**config.mk**
```make
export PLATFORM = sky130hd
export DESIGN_NAME = exu_div
export DESIGN_NICKNAME = d
export VERILOG_FILES = /design/src/rtl/exu_div_pkg.sv /design/src/rtl/exu_div.sv
export SDC_FILE = /design/constraint.sdc
export NUM_CORES = 1
export LEC_CHECK = 0
export ABC_AREA = 1
export ABC_CLOCK_PERIOD_IN_PS = 6400
export BUFFER_PORTS_ARGS = -buffer_cell sky130_fd_sc_hd__buf_2
export CORE_MARGIN = 2
export CORE_UTILIZATION = 65
export CTS_BUF_LIST = sky130_fd_sc_hd__clkbuf_16
export CTS_CLUSTER_DIAMETER = 40
export DETAILED_ROUTE_END_ITERATION = 10
export HOLD_SLACK_MARGIN = 0.05
export PLACE_DENSITY = 0.86
export SLEW_MARGIN = 20
export SYNTH_ARGS = -nofsm -noshare
export SYNTH_HDL_FRONTEND = slang
export SYNTH_SLANG_ARGS = --single-unit
```
**constraint.sdc**
```tcl
create_clock -name clk -period 6.4 [get_ports clk]
set_input_delay 0.32 -clock clk [delete_from_list [all_inputs] [get_ports clk]]
set_output_delay 0.32 -clock clk [all_outputs]
set_load 0.02 [all_outputs]
```
**src/rtl/exu_div_pkg.sv**
```systemverilog
// Shared definitions for the RV32M iterative divider.
//   - op codes for DIV / DIVU / REM / REMU
//   - FSM state encoding
//   - step counter width
//   - helper to take the magnitude of a possibly-signed operand
package exu_div_pkg;

    localparam int unsigned DIV_CNT_WIDTH = 5;

    typedef enum logic [1:0] {
        DIV_OP_DIV  = 2'b00,
        DIV_OP_DIVU = 2'b01,
        DIV_OP_REM  = 2'b10,
        DIV_OP_REMU = 2'b11
    } div_op_e;

    typedef enum logic [1:0] {
        DIV_STATE_IDLE = 2'b00,
        DIV_STATE_CALC = 2'b01,
        DIV_STATE_DONE = 2'b10
    } div_state_e;

    // Two's-complement magnitude when the value is treated as signed and negative.
    // 0x80000000 maps to itself, which is the correct unsigned magnitude.
    function automatic logic [31:0] div_mag(input logic [31:0] v, input logic is_signed);
        return (is_signed && v[31]) ? (~v + 32'd1) : v;
    endfunction

endpackage

```
**src/rtl/exu_div.sv**
```systemverilog
// Iterative 32-bit restoring divider for RV32M DIV/DIVU/REM/REMU.
// Ports:
//   clk, rst_n      clock, asynchronous active-low reset
//   flush_i         pipeline flush, aborts any operation (priority over start_i)
//   start_i         request an operation, sampled only in IDLE
//   op_i            DIV_OP_* code
//   dividend_i      rs1 data
//   divisor_i       rs2 data
//   rd_waddr_i      destination register
//   busy_o          stall request (combinational)
//   ready_o         one-cycle result-valid pulse
//   result_o        quotient or remainder, held until the next completion
//   rd_waddr_o      destination register captured at start
//   rd_we_o         equals ready_o
module exu_div
    import exu_div_pkg::*;
#(
    parameter int unsigned XLEN = 32
) (
    input  logic            clk,
    input  logic            rst_n,
    input  logic            flush_i,
    input  logic            start_i,
    input  logic [1:0]      op_i,
    input  logic [XLEN-1:0] dividend_i,
    input  logic [XLEN-1:0] divisor_i,
    input  logic [4:0]      rd_waddr_i,
    output logic            busy_o,
    output logic            ready_o,
    output logic [XLEN-1:0] result_o,
    output logic [4:0]      rd_waddr_o,
    output logic            rd_we_o
);

    div_state_e               state_q;
    logic [DIV_CNT_WIDTH-1:0] cnt_q;
    logic [XLEN-1:0]          rem_q;
    logic [XLEN-1:0]          quot_q;
    logic [XLEN-1:0]          dvs_q;
    logic                     is_rem_q;
    logic                     neg_quot_q;
    logic                     neg_rem_q;

    logic                     start_ok;
    logic                     op_signed;
    logic                     op_is_rem;
    logic [XLEN:0]            rem_shift;
    logic [XLEN:0]            rem_diff;
    logic                     step_ge;
    logic [XLEN-1:0]          rem_nxt;
    logic [XLEN-1:0]          quot_nxt;
    logic [XLEN-1:0]          final_res;

    assign start_ok  = (state_q == DIV_STATE_IDLE) && start_i && !flush_i;
    assign op_signed = (op_i == DIV_OP_DIV) || (op_i == DIV_OP_REM);
    assign op_is_rem = (op_i == DIV_OP_REM) || (op_i == DIV_OP_REMU);

    // One restoring step. The remainder is always below the divisor, so after the
    // shift it is below 2*divisor and the 33-bit difference's MSB is a clean borrow.
    always_comb begin
        rem_shift = {rem_q, quot_q[XLEN-1]};
        rem_diff  = rem_shift - {1'b0, dvs_q};
        step_ge   = ~rem_diff[XLEN];
        rem_nxt   = step_ge ? rem_diff[XLEN-1:0] : rem_shift[XLEN-1:0];
        quot_nxt  = {quot_q[XLEN-2:0], step_ge};
        if (is_rem_q) begin
            final_res = neg_rem_q ? (~rem_nxt + 1'b1) : rem_nxt;
        end else begin
            final_res = neg_quot_q ? (~quot_nxt + 1'b1) : quot_nxt;
        end
    end

    always_ff @(posedge clk or negedge rst_n) begin
        if (!rst_n) begin
            state_q    <= DIV_STATE_IDLE;
            cnt_q      <= '0;
            rem_q      <= '0;
            quot_q     <= '0;
            dvs_q      <= '0;
            is_rem_q   <= 1'b0;
            neg_quot_q <= 1'b0;
            neg_rem_q  <= 1'b0;
            result_o   <= '0;
            rd_waddr_o <= '0;
        end else if (flush_i) begin
            state_q <= DIV_STATE_IDLE;
            cnt_q   <= '0;
        end else begin
            unique case (state_q)
                DIV_STATE_IDLE: begin
                    if (start_i) begin
                        is_rem_q   <= op_is_rem;
                        rd_waddr_o <= rd_waddr_i;
                        neg_quot_q <= op_signed && (dividend_i[XLEN-1] ^ divisor_i[XLEN-1]);
                        neg_rem_q  <= op_signed && dividend_i[XLEN-1];
                        rem_q      <= '0;
                        quot_q     <= div_mag(dividend_i, op_signed);
                        dvs_q      <= div_mag(divisor_i, op_signed);
                        cnt_q      <= '0;
                        if (divisor_i == '0) begin
                            // RISC-V divide-by-zero results, no iteration needed
                            result_o <= op_is_rem ? dividend_i : '1;
                            state_q  <= DIV_STATE_DONE;
                        end else begin
                            state_q <= DIV_STATE_CALC;
                        end
                    end
                end
                DIV_STATE_CALC: begin
                    rem_q  <= rem_nxt;
                    quot_q <= quot_nxt;
                    cnt_q  <= cnt_q + 1'b1;
                    if (cnt_q == '1) begin
                        result_o <= final_res;
                        state_q  <= DIV_STATE_DONE;
                    end
                end
                DIV_STATE_DONE: begin
                    state_q <= DIV_STATE_IDLE;
                end
                default: begin
                    state_q <= DIV_STATE_IDLE;
                end
            endcase
        end
    end

    assign busy_o  = (state_q == DIV_STATE_CALC) || start_ok;
    assign ready_o = (state_q == DIV_STATE_DONE) && !flush_i;
    assign rd_we_o = ready_o;

endmodule

```
# After elaboration in Yosys (flattened, before gate mapping)
# Cells that the tools add are included.
[totals]
input_bits = 75
wordCells = 76
regBits = 143
output_inout_bits = 40
[op_classes]
n_bitwise = 7
reduce_logical = 20
muxes = 23
eq_ne = 10
n_addsub = 6
[op_table]
columns = ["op", "n"]
rows = [
  ["$mux 32", 12],
  ["$pmux 32 s2", 3],
  ["$add 32x1->32 const B", 4],
  ["$not 32->32", 4],
  ["$sub 33x32->33", 1],
  ["$logic_not 32->1", 1],
  ["$mux 5", 2],
  ["$pmux 5 s2", 1],
  ["$mux 2", 4],
  ["$eq 2x2->1 const B", 3],
  ["$logic_and 1x1->1", 6],
  ["$ne 3x3->1 const B", 2],
  ["$reduce_and 3->1", 2],
  ["$add 5x1->5 const B", 1],
  ["$eq 5x5->1 const B", 1],
  ["$reduce_and 5->1", 1],
  ["$logic_not 2->1", 2],
  ["$ne 2x2->1 const B", 2],
  ["$pmux 2 s2", 1],
  ["$reduce_and 2->1", 2],
  ["$logic_or 1x1->1", 3],
  ["$reduce_bool 3->1", 1],
  ["$eq 2x1->1 const B", 1],
  ["$ne 2x1->1 const B", 1],
  ["4 further kinds", 5],
]

# Depth between registers and ports, before layout
# Gate-level depths: netlist of run 1.
[depth]
depth_word = 8
ltp_mapped = 34
mapped_depth_nobuf = 32

# Worst setup path before layout of run 1
# OpenSTA, ideal clock, no wires.
[synth_path]
kind = "flip-flop to flip-flop"
from = "reg quot_q[31]"
to = "reg result_o[28]"
t_arrival_ns = 3.900
t_required_ns = 6.284
path_buffers = 2
stages_incl_launch_ff = 34
setup_time_ns = 0.116
setup_slack_ns = 2.383
synth_period_minus_slack_ns = 4.017
path_cell_list = "dfrtp_1 > inv_1 > ha_1 > fa_1 > inv_1 > nand2_1 > nand2_1 > nand3_1 > nand2_2 > nand2_1 > nand2_2 > nand2_4 > nand2_4 > nand2_4 > nand2_4 > buf_8 > buf_6 > ha_1 > inv_1 > nor2_1 > nand4_1 > nor2_1 > nand2_1 > nor2_1 > inv_1 > nor2_1 > nand4_1 > nand2_1 > o211ai_1 > or2_2 > a21oi_1 > nand2_1 > nand2_1 > nand2_1"
[synth_between]
elab_chain_cells = 8
word_cells_on_any_way = 12
classes_between = "add/sub: 3; mux: 6; bitwise: 3"
[synth_rtl]
columns = ["element", "line_no", "text"]
rows = [
  ["from (decl)", "exu_div.sv:38", "logic [XLEN-1:0] quot_q;"],
  ["from (signal assigned)", "exu_div.sv:97", "quot_q <= div_mag(dividend_i, op_signed);"],
  ["from (signal assigned)", "exu_div.sv:111", "quot_q <= quot_nxt;"],
  ["$sub 33x32->33", "exu_div.sv:62", "rem_diff = rem_shift - {1'b0, dvs_q};"],
  ["$mux 32 or $not 1->1 (tied branches)", "exu_div.sv:64, exu_div.sv:63", ""],
  ["$not 32->32, on equally long branches", "exu_div.sv:67, exu_div.sv:69", ""],
  ["$add 32x1->32, on equally long branches", "exu_div.sv:67, exu_div.sv:69", ""],
  ["$mux 32, on equally long branches", "exu_div.sv:67, exu_div.sv:69", ""],
  ["$mux 32 (*)", "exu_div.sv:66", "if (is_rem_q) begin"],
  ["$mux 32 (*)", "exu_div.sv:113", "if (cnt_q == '1) begin"],
  ["$pmux 32 s2 (*)", "exu_div.sv:89", "unique case (state_q)"],
  ["to (signal assigned)", "exu_div.sv:102", "result_o <= op_is_rem ? dividend_i : '1;"],
  ["to (signal assigned)", "exu_div.sv:114", "result_o <= final_res;"],
  ["to (decl)", "exu_div.sv:30", "output logic [XLEN-1:0] result_o,"],
]
# Mark *: on every way between the ends. The rest lies on a longest branch, timed or not. The select of a mux whose other input is x is not followed.
# A chain may end at the register's enable or synchronous reset.

# Worst setup path after layout of run 1
# Ends and elaborated chain as after synthesis.

==> results of run 1 <==
timing repair:
item	CTS	global route
hold buffers	1	0
buffers inserted	0	0
hold endpoints to repair	67	0
resized for setup	0	0
critical path, delay by kind of cell, from the launching register on:
family | cells | cell delay (ns)
simple gates | 22 | 2.81
fa+ha+maj | 3 | 0.94
compound gates | 2 | 0.29
flops | 1 | 0.39
buf+inv | 4 | 0.29
cell type report:
type	instances	area [um2]	area share, %
Multi-Input combinational cell	1521	7680	55.8
Sequential cell	143	3580	26.0
Clock buffer	17	425	3.09
Timing Repair Buffer	126	669	4.86
Tap cell	260	325	2.36
Inverter	258	968	7.03
Clock inverter	15	125	0.908
stage by stage:
stage | utilization, % | cell area [um2] | worst slack [ns]
floorplan | - | 12600 | 2.38
global placement | 69.9 | 13200 | 1.83
detailed placement | 69.9 | 13200 | 1.69
CTS | 72.9 | 13800 | 1.65
global route | 72.9 | 13800 | 1.02
finish | 72.9 | 13800 | 1.53
sequential cells by signal, summed over array words and instances, names as in the netlist, 2 cells and up:
signal and flops:
dvs_q 32, quot_q 32, rem_q 32, result_o 32
cnt_q 5, rd_waddr_o 5, state_q 2
routing by layer:
layer	vias to the layer above	global-route usage, %
met5	-	0
met4	2	16.8
met3	122	8.85
met2	749	61.7
met1	6319	55.2
li1	6613	-
path summary, 6_finish.rpt:
path                                                   to                startpoint  depth (start not counted)
worst max-delay path             result_o[28]$_DFFE_PN0P_    quot_q[31]$_DFFE_PN0P_                         31
worst min-delay path            rd_waddr_o[0]$_DFFE_PN0P_             rd_waddr_i[0]                          3
worst max register to register   result_o[28]$_DFFE_PN0P_    quot_q[31]$_DFFE_PN0P_                         31
worst min register to register   result_o[28]$_DFFE_PN0P_  result_o[28]$_DFFE_PN0P_                          2
max in group asynchronous           dvs_q[17]$_DFFE_PN0P_                     rst_n                          3
min in group asynchronous           dvs_q[27]$_DFFE_PN0P_                     rst_n                          2
cell families after synthesis:
logic type	after synthesis	share of synthesized area [%]
buffers and inverters	327	10.7
AOI/OAI and AO/OA	370	17.1
DFF	143	28.4
adders and majority gates	39	3.93
and+or+nand+nor	1053	35.8
xor gates and xnor gates	59	4.10
synth_stat cells, types with 11 or more instances:
library cell,count,area (um2)
a21oi_1,89,445
clkbuf_1,42,158
dfrtp_1,143,3580
ha_1,38,475
inv_1,241,905
inv_2,12,45.0
nand2_1,624,2340
nand2_2,20,125
nand3_1,130,651
nand4_1,21,131
nor2_1,183,687
nor3_1,21,105
o211ai_1,21,158
o21ai_0,153,766
o21ai_1,25,125
o21ai_2,11,96.3
o221ai_1,13,114
o22ai_1,21,131
xnor2_1,17,149
xor2_1,42,368
==> results.json, run 1 <==
{
  "status": "finished clean",
  "fin_tns_setup_ns": 0,
  "drtPass1Iterations": 6,
  "fillCellCount": 1641,
  "cp_common_cell": "nand2_1",
  "die_y_um": 143,
  "ys_async_sr_fraction_pct": 100,
  "fin_skew_ns": 0.0125,
  "final_common_cell": "nand2_1",
  "required_ns": 6.72,
  "syn2layout_area_growth_pct": 9.33,
  "wl_per_cell_um": 17.0,
  "yosys_warnings": 0,
  "cts.sinks": 143,
  "wl_met1_um": 16800,
  "wl_met3_um": 3850,
  "worstPathMaxFanout": 42,
  "start_util_pct": 66.7,
  "max_freq_mhz": 205,
  "antenna_cells_inserted": 0,
  "dp.cells": 2307,
  "whs_ns": 0.0805,
  "worst_pin_slew_ns": 1.00,
  "fin_crit_sh_pct": 76.1,
  "grt_overflow_total": 0,
  "highest_layer": "met5",
  "clk_path_buf_depth": 2,
  "syn_area_per_cell_um2": 6.33,
  "rsz0062_at_grt": "no",
  "die_w_um": 143,
  "final-setup-viol-count": 0,
  "worst-setup-path-type": "register to register",
  "io_pins": 115,
  "hpwl_um": 30000,
  "r2r_setup_slack_ns": 1.53,
  "final_cell_mix": "623 x nand2_1, 241 x inv_1, 182 x nor2_1",
  "worstHoldPathType": "primary input to register",
  "core_um2": 18900,
  "synthCells": 1991,
  "grt_usage_pct": 40.3,
  "wl_met2_um": 17600,
  "io_buffers": 114,
  "synth-seq-cells": 143,
  "numCtsBuffers": 17,
  "h-tree-depth": 4,
  "finalNonFillerCells": 2340,
  "cap_viol_max_count": 0,
  "finalMaxSlewViolations": 0,
  "row_count": 50,
  "cts.clk_slew.worst_paths_ns": 0.07,
  "cts-root-buf": "clkbuf_16",
  "grt_pass1_wl_um": 64900,
  "drc_errors": 0,
  "vias_per_cell": 5.90,
  "endpoint_kind": "register",
  "crit_path_top_delay_cell": "fa_1",
  "relSlewSlack_pct": 33.2,
  "fin_crit_ns": 4.87,
  "synth_top_flop_cell": "dfrtp_1",
  "yosysSeqAreaShare_pct": 28.4,
  "die-area_um2": 20500,
  "cp_slowest_stage_delay_ns": 0.41,
  "layout-drive-gt1-share_pct": 11.6,
  "ant_nets": 0,
  "syn_nets": 2105,
  "cts_tree": "yes",
  "critPathArrivalTime_ns": 5.19,
  "finalHoldViolations": 0,
  "insertion_delay_ns": 0.44,
  "drt-total-wl_um": 39700,
  "gp_congestion": 0.977,
  "final_nets": 2181,
  "routed-via-count": 13805,
  "critPathLaunchType": "register",
  "synth_cell_types": 54,
  "drtIter0Drc": 1577,
  "grt_pass1_vias": 13024,
  "grt_max_degree": 77,
  "antenna_found_initial": 1,
  "syn-cell-area_um2": 12600,
  "synth-edff-count": 0
}
Power of run 1 is not shown: default switching activity piles up to over one toggle a cycle in this logic, so the estimate is an artifact.
==> inputs of run 2 (changes only) <==
ABC_CLOCK_PERIOD_IN_PS = 4400   (was 6400)
CORE_UTILIZATION = 56   (was 65)
PLACE_DENSITY = 0.79   (was 0.86)
clock period = 4.4 ns   (was 6.4 ns; I/O delays follow)
==> run 2 against run 1 <==
Effect of this change:
- hold slack got worse by 0.014 ns
- flip-flop and latch count unchanged
- utilization is 9.3 points lower
- maximum frequency up 21%
- clock-buffer cell count unchanged
- final cell count grew 1.4%
- non-clock buffer count increased by 12
- sequential share of layout area shrank 0.34 points
- cell area grew 1.3%
- largest cell class unchanged
- highest routed layer is now met4
- clock skew is 0.0073 ns higher
- wire length increased by 0.69%
- critical path depth stayed put
==> results.json, run 2 (synthesis results as in run 1) <==
{
  "grt_pass1_wl_um": 63500,
  "rr_worst_depth": 31,
  "endpoint_kind": "register",
  "relSlewSlack_pct": 34.8,
  "critPathLaunchType": "register",
  "fin_skew_ns": 0.0198,
  "cts_tree": "yes",
  "r2r-start": "quot_q[31]$_DFFE_PN0P_",
  "final_cell_mix": "622 x nand2_1, 240 x inv_1, 180 x nor2_1",
  "hpwl_um": 30100,
  "setup_slack_ns": 0.383,
  "critPathArrivalTime_ns": 4.35,
  "grt_usage_pct": 33.7,
  "io_pins": 115,
  "numCtsBuffers": 17,
  "worstHoldEndpoint": "is_rem_q$_DFFE_PN0P_",
  "worstHoldPathType": "primary input to register",
  "worst-setup-path-type": "register to register",
  "cp_slowest_stage_delay_ns": 0.36,
  "grt_overflow_total": 0,
  "wl_per_cell_um": 16.9,
  "ant_nets": 0,
  "rsz0062_at_grt": "no",
  "drc_errors": 0,
  "cap_viol_max_count": 0,
  "final_nets": 2193,
  "h-tree-depth": 4,
  "vias_per_cell": 5.71,
  "syn2layout_area_growth_pct": 10.8,
  "cts-root-buf": "clkbuf_16",
  "max_freq_mhz": 249,
  "die_w_um": 154,
  "final_common_cell": "nand2_1",
  "fin_crit_sh_pct": 91.3,
  "finish.utilization_pct": 63.6,
  "wl_met1_um": 17500,
  "drt-total-wl_um": 40000,
  "core_um2": 22000,
  "r2r_setup_slack_ns": 0.38,
  "clk_path_buf_depth": 2,
  "fillCellCount": 2126,
  "required_ns": 4.73,
  "fin_tns_setup_ns": 0,
  "min_path_cells": 3,
  "wl_met2_um": 17800,
  "reg2reg_to": "result_o[28]$_DFFE_PN0P_",
  "antenna_found_initial": 1,
  "min_from": "op_i[1]",
  "insertion_delay_ns": 0.45,
  "final-setup-viol-count": 0,
  "io_buffers": 114,
  "die_y_um": 154,
  "crit_path_top_delay_cell": "fa_2",
  "routed-via-count": 13546,
  "dp_slack_ns": 0.141,
  "cp_common_cell": "nand2_1",
  "gp_congestion": 0.956,
  "drtIter0Drc": 1274,
  "worstPathMaxFanout": 6,
  "cts.sinks": 143,
  "fin_crit_ns": 4.02,
  "start_util_pct": 57.4,
  "wl_met3_um": 3530,
  "die-area_um2": 23700,
  "status": "finished clean",
  "grt_pass1_vias": 12382,
  "layout-drive-gt1-share_pct": 12.2,
  "row_count": 54,
  "cts.clk_slew.worst_paths_ns": 0.07,
  "finalMaxSlewViolations": 0,
  "finalHoldViolations": 0,
  "grt_max_degree": 74,
  "highest_layer": "met4",
  "drtPass1Iterations": 6,
  "worst_pin_slew_ns": 0.978
}
## run 2: cell types whose count changed in the layout (fill, tap and decap cells not counted), sizes merged
cell,delta
inv,-2
diode,+1
bufinv,+1
buf,+6
clkinvlp,+1
dlygate4sd3,+6
## run 2: critical path, delay by kind of cell (launching register included)
| family | cells | cell delay (ns) |
|---|---|---|
| adder cells (fa/ha/maj) | 3 | 0.77 |
| AND/OR/NAND/NOR | 22 | 2.27 |
| AO/OA/AOI/OAI | 2 | 0.26 |
| flip-flops | 1 | 0.34 |
| buffers and inverters | 4 | 0.27 |
## run 2: worst max path at each step
stage	from	end	slack, ns	depth (start not counted)
detailed placement	quot_q[31]$_DFFE_PN0P_	result_o[28]$_DFFE_PN0P_	0.14	31
floorplan	quot_q[31]$_DFFE_PN0P_	result_o[28]$_DFFE_PN0P_	0.38	33
global route	quot_q[31]$_DFFE_PN0P_	result_o[28]$_DFFE_PN0P_	0.006	31
finish	quot_q[31]$_DFFE_PN0P_	result_o[28]$_DFFE_PN0P_	0.38	31
global placement	quot_q[31]$_DFFE_PN0P_	result_o[28]$_DFFE_PN0P_	0.31	31
CTS	quot_q[31]$_DFFE_PN0P_	result_o[28]$_DFFE_PN0P_	0.12	31
## run 2: layer usage
layer  GRT usage, %  vias up
li1               -     6630
met1           46.7     6200
met2           52.5      618
met3           7.07       98
met4           11.6        0
met5              0        -
## run 2: final cells by class
class                           count  area [um2]  share of cell area (%)
Clock buffer                       17         425                    3.05
Clock inverter                     15         150                    1.08
Inverter                          258         968                    6.94
Multi-Input combinational cell   1521        7710                    55.2
Timing Repair Buffer              138         774                    5.55
Sequential cell                   143        3580                    25.6
Tap cell                          280         350                    2.51
Antenna cell                        1        2.50                  0.0179
## run 2: timing repair
item	4_1_cts	5_1_grt
hold buffers	7	0
hold endpoints to repair	77	0
setup endpoints to repair	0	9
setup buffers	0	3
resized for setup	0	8
## run 2: per-stage QoR
stage               cell area [um2]  cells  hold slack (ns)
floorplan                     12600   1991          -0.0756
global placement              13300   2330            0.289
detailed placement            13300   2330            0.294
CTS                           13900   2369           0.0592
global route                  14000   2372           0.0749
finish                        14000   2373           0.0664
Power of run 2 is left out for the same reason.
==> inputs of run 3 (changes only) <==
REMOVE_ABC_BUFFERS = 1   (was unset)
==> run 3 against run 2 <==
Effect of this change:
- register-to-register slack worse by 0.05 ns
- sequential share of layout area about the same
- critical path depth down 6
- first-iteration DRC count down 4.9%
- maximum frequency down 1.3%
- wire length down 4.4%
- worst setup slack worse by 0.052 ns
- global-route usage down 0.94 points
- via count down 0.41%
- hold slack better by 0.022 ns
- final cell count up 0.17%
- utilization about the same
==> results.json, run 3 (synthesis results as in run 1) <==
{
  "layout-drive-gt1-share_pct": 12.3,
  "die-area_um2": 23700,
  "numCtsBuffers": 17,
  "die_w_um": 154,
  "status": "finished clean",
  "cts.clk_slew.worst_paths_ns": 0.07,
  "syn2layout_area_growth_pct": 10.7,
  "fillCellCount": 2089,
  "h-tree-depth": 4,
  "drtPass1Iterations": 6,
  "cp_common_cell": "nand2_1",
  "io_pins": 115,
  "cp_slowest_stage_delay_ns": 0.38,
  "die_y_um": 154,
  "path_delay_family": "simple AND/OR/NAND/NOR gates",
  "cts_tree": "yes",
  "start_util_pct": 57.4,
  "clk_path_buf_depth": 2,
  "cts.sinks": 143,
  "final-setup-viol-count": 0,
  "grt_max_degree": 76,
  "final_nets": 2197,
  "fin_crit_ns": 4.07,
  "worstHoldPathType": "primary input to register",
  "finalHoldViolations": 0,
  "max_freq_mhz": 246,
  "finalMaxSlewViolations": 0,
  "worstPathMaxFanout": 6,
  "crit_path_top_delay_cell": "dfrtp_1",
  "drc_errors": 0,
  "vias_per_cell": 5.68,
  "core_um2": 22000,
  "grt_overflow_total": 0,
  "grt_usage_pct": 32.8,
  "path_buf_inv": 2,
  "cap_viol_max_count": 0,
  "fin_crit_sh_pct": 92.5,
  "critPathLaunchType": "register",
  "io_buffers": 114,
  "gp_congestion": 0.951,
  "grt_pass1_wl_um": 62600,
  "required_ns": 4.74,
  "routed-via-count": 13491,
  "dp.cells": 2331,
  "relSlewSlack_pct": 32.4,
  "drtIter0Drc": 1211,
  "ant_nets": 0,
  "grt_pass1_vias": 12535,
  "critPathArrivalTime_ns": 4.40,
  "wl_per_cell_um": 16.1,
  "cts-root-buf": "clkbuf_16",
  "endpoint_kind": "register",
  "worst_pin_slew_ns": 1.01,
  "worst-setup-path-type": "register to register",
  "fin_skew_ns": 0.0128,
  "final_common_cell": "nand2_1",
  "rsz0062_at_grt": "no",
  "drt-total-wl_um": 38300,
  "hpwl_um": 28800,
  "finalNonFillerCells": 2377,
  "row_count": 54,
  "final_cell_mix": "622 x nand2_1, 241 x inv_1, 180 x nor2_1",
  "antenna_found_initial": 1,
  "insertion_delay_ns": 0.45
}
run 3: layout make-up:
cell class / instances / area, um2 / area share (%)
inverters: 258 / 968 / 6.94
clock buffers: 17 / 425 / 3.05
multi-input cells: 1521 / 7690 / 55.2
repair buffers: 142 / 807 / 5.78
clock inverters: 15 / 124 / 0.888
well taps: 280 / 350 / 2.51
flip-flops and latches: 143 / 3580 / 25.7
diodes: 1 / 2.50 / 0.0179
run 3: repair_timing:
item | 4_1_cts | 5_1_grt
setup buffers | 0 | 5
endpoints found under the setup margin | 0 | 6
hold buffers | 8 | 0
gates resized for setup | 0 | 5
hold endpoints to repair | 80 | 0
run 3: worst reg2reg max path: stages (launching register included):
cell,delay (ns)
dfrtp_1,0.38
ha_1,0.36
a21oi_1,0.24
nand2_1,0.11
nand2_1,0.09
nand2_1,0.10
a21oi_4,0.27
nand3_2,0.22
nand2_4,0.13
ha_2,0.20
inv_1,0.06
nor2_2,0.12
nand4_1,0.16
nor2_1,0.16
nand2_1,0.08
nor2_1,0.10
inv_1,0.07
nor2_2,0.14
nand4_1,0.11
nand2_2,0.13
o211ai_1,0.14
or2_2,0.29
a21oi_1,0.14
nand2_1,0.07
nand2_1,0.06
nand2_1,0.04
run 3: per-layer routing:
metal,vias to the layer above,track usage [%],share of wire [%]
li1,6647,-,-
met1,6290,44.1,44
met2,490,54.1,47
met3,64,5.64,6.8
met4,0,10.1,2.2
met5,-,0,0
run 3: path summary, 6_finish.rpt:
kind / end / startpoint / depth (start not counted) / slack, ns
min in group asynchronous: dvs_q[26]$_DFFE_PN0P_ / rst_n / 2 / 0.36
worst min register to register: result_o[30]$_DFFE_PN0P_ / result_o[30]$_DFFE_PN0P_ / 2 / 0.47
max in group asynchronous: rem_q[2]$_DFFE_PN0P_ / rst_n / 3 / 3.03
worst max-delay path: result_o[28]$_DFFE_PN0P_ / rem_q[18]$_DFFE_PN0P_ / 25 / 0.33
worst max register to register: result_o[28]$_DFFE_PN0P_ / rem_q[18]$_DFFE_PN0P_ / 25 / 0.33
worst min-delay path: dvs_q[4]$_DFFE_PN0P_ / divisor_i[4] / 3 / 0.09
run 3: metrics by stage:
step / hold slack, ns / TNS (ns) / instance area [um2] / utilization, % / setup WS [ns]
global placement: 0.296 / 0 / 13300 / 60.4 / 0.222
CTS: 0.0892 / 0 / 13900 / 63.3 / 0.109
global route: 0.0868 / 0 / 13900 / 63.5 / 0.0342
floorplan: -0.0756 / -1.43 / 12200 / - / -0.187
finish: 0.0885 / 0 / 14000 / 63.5 / 0.331
detailed placement: 0.311 / 0 / 13300 / 60.4 / 0.141
Power of run 3 is left out for the same reason.
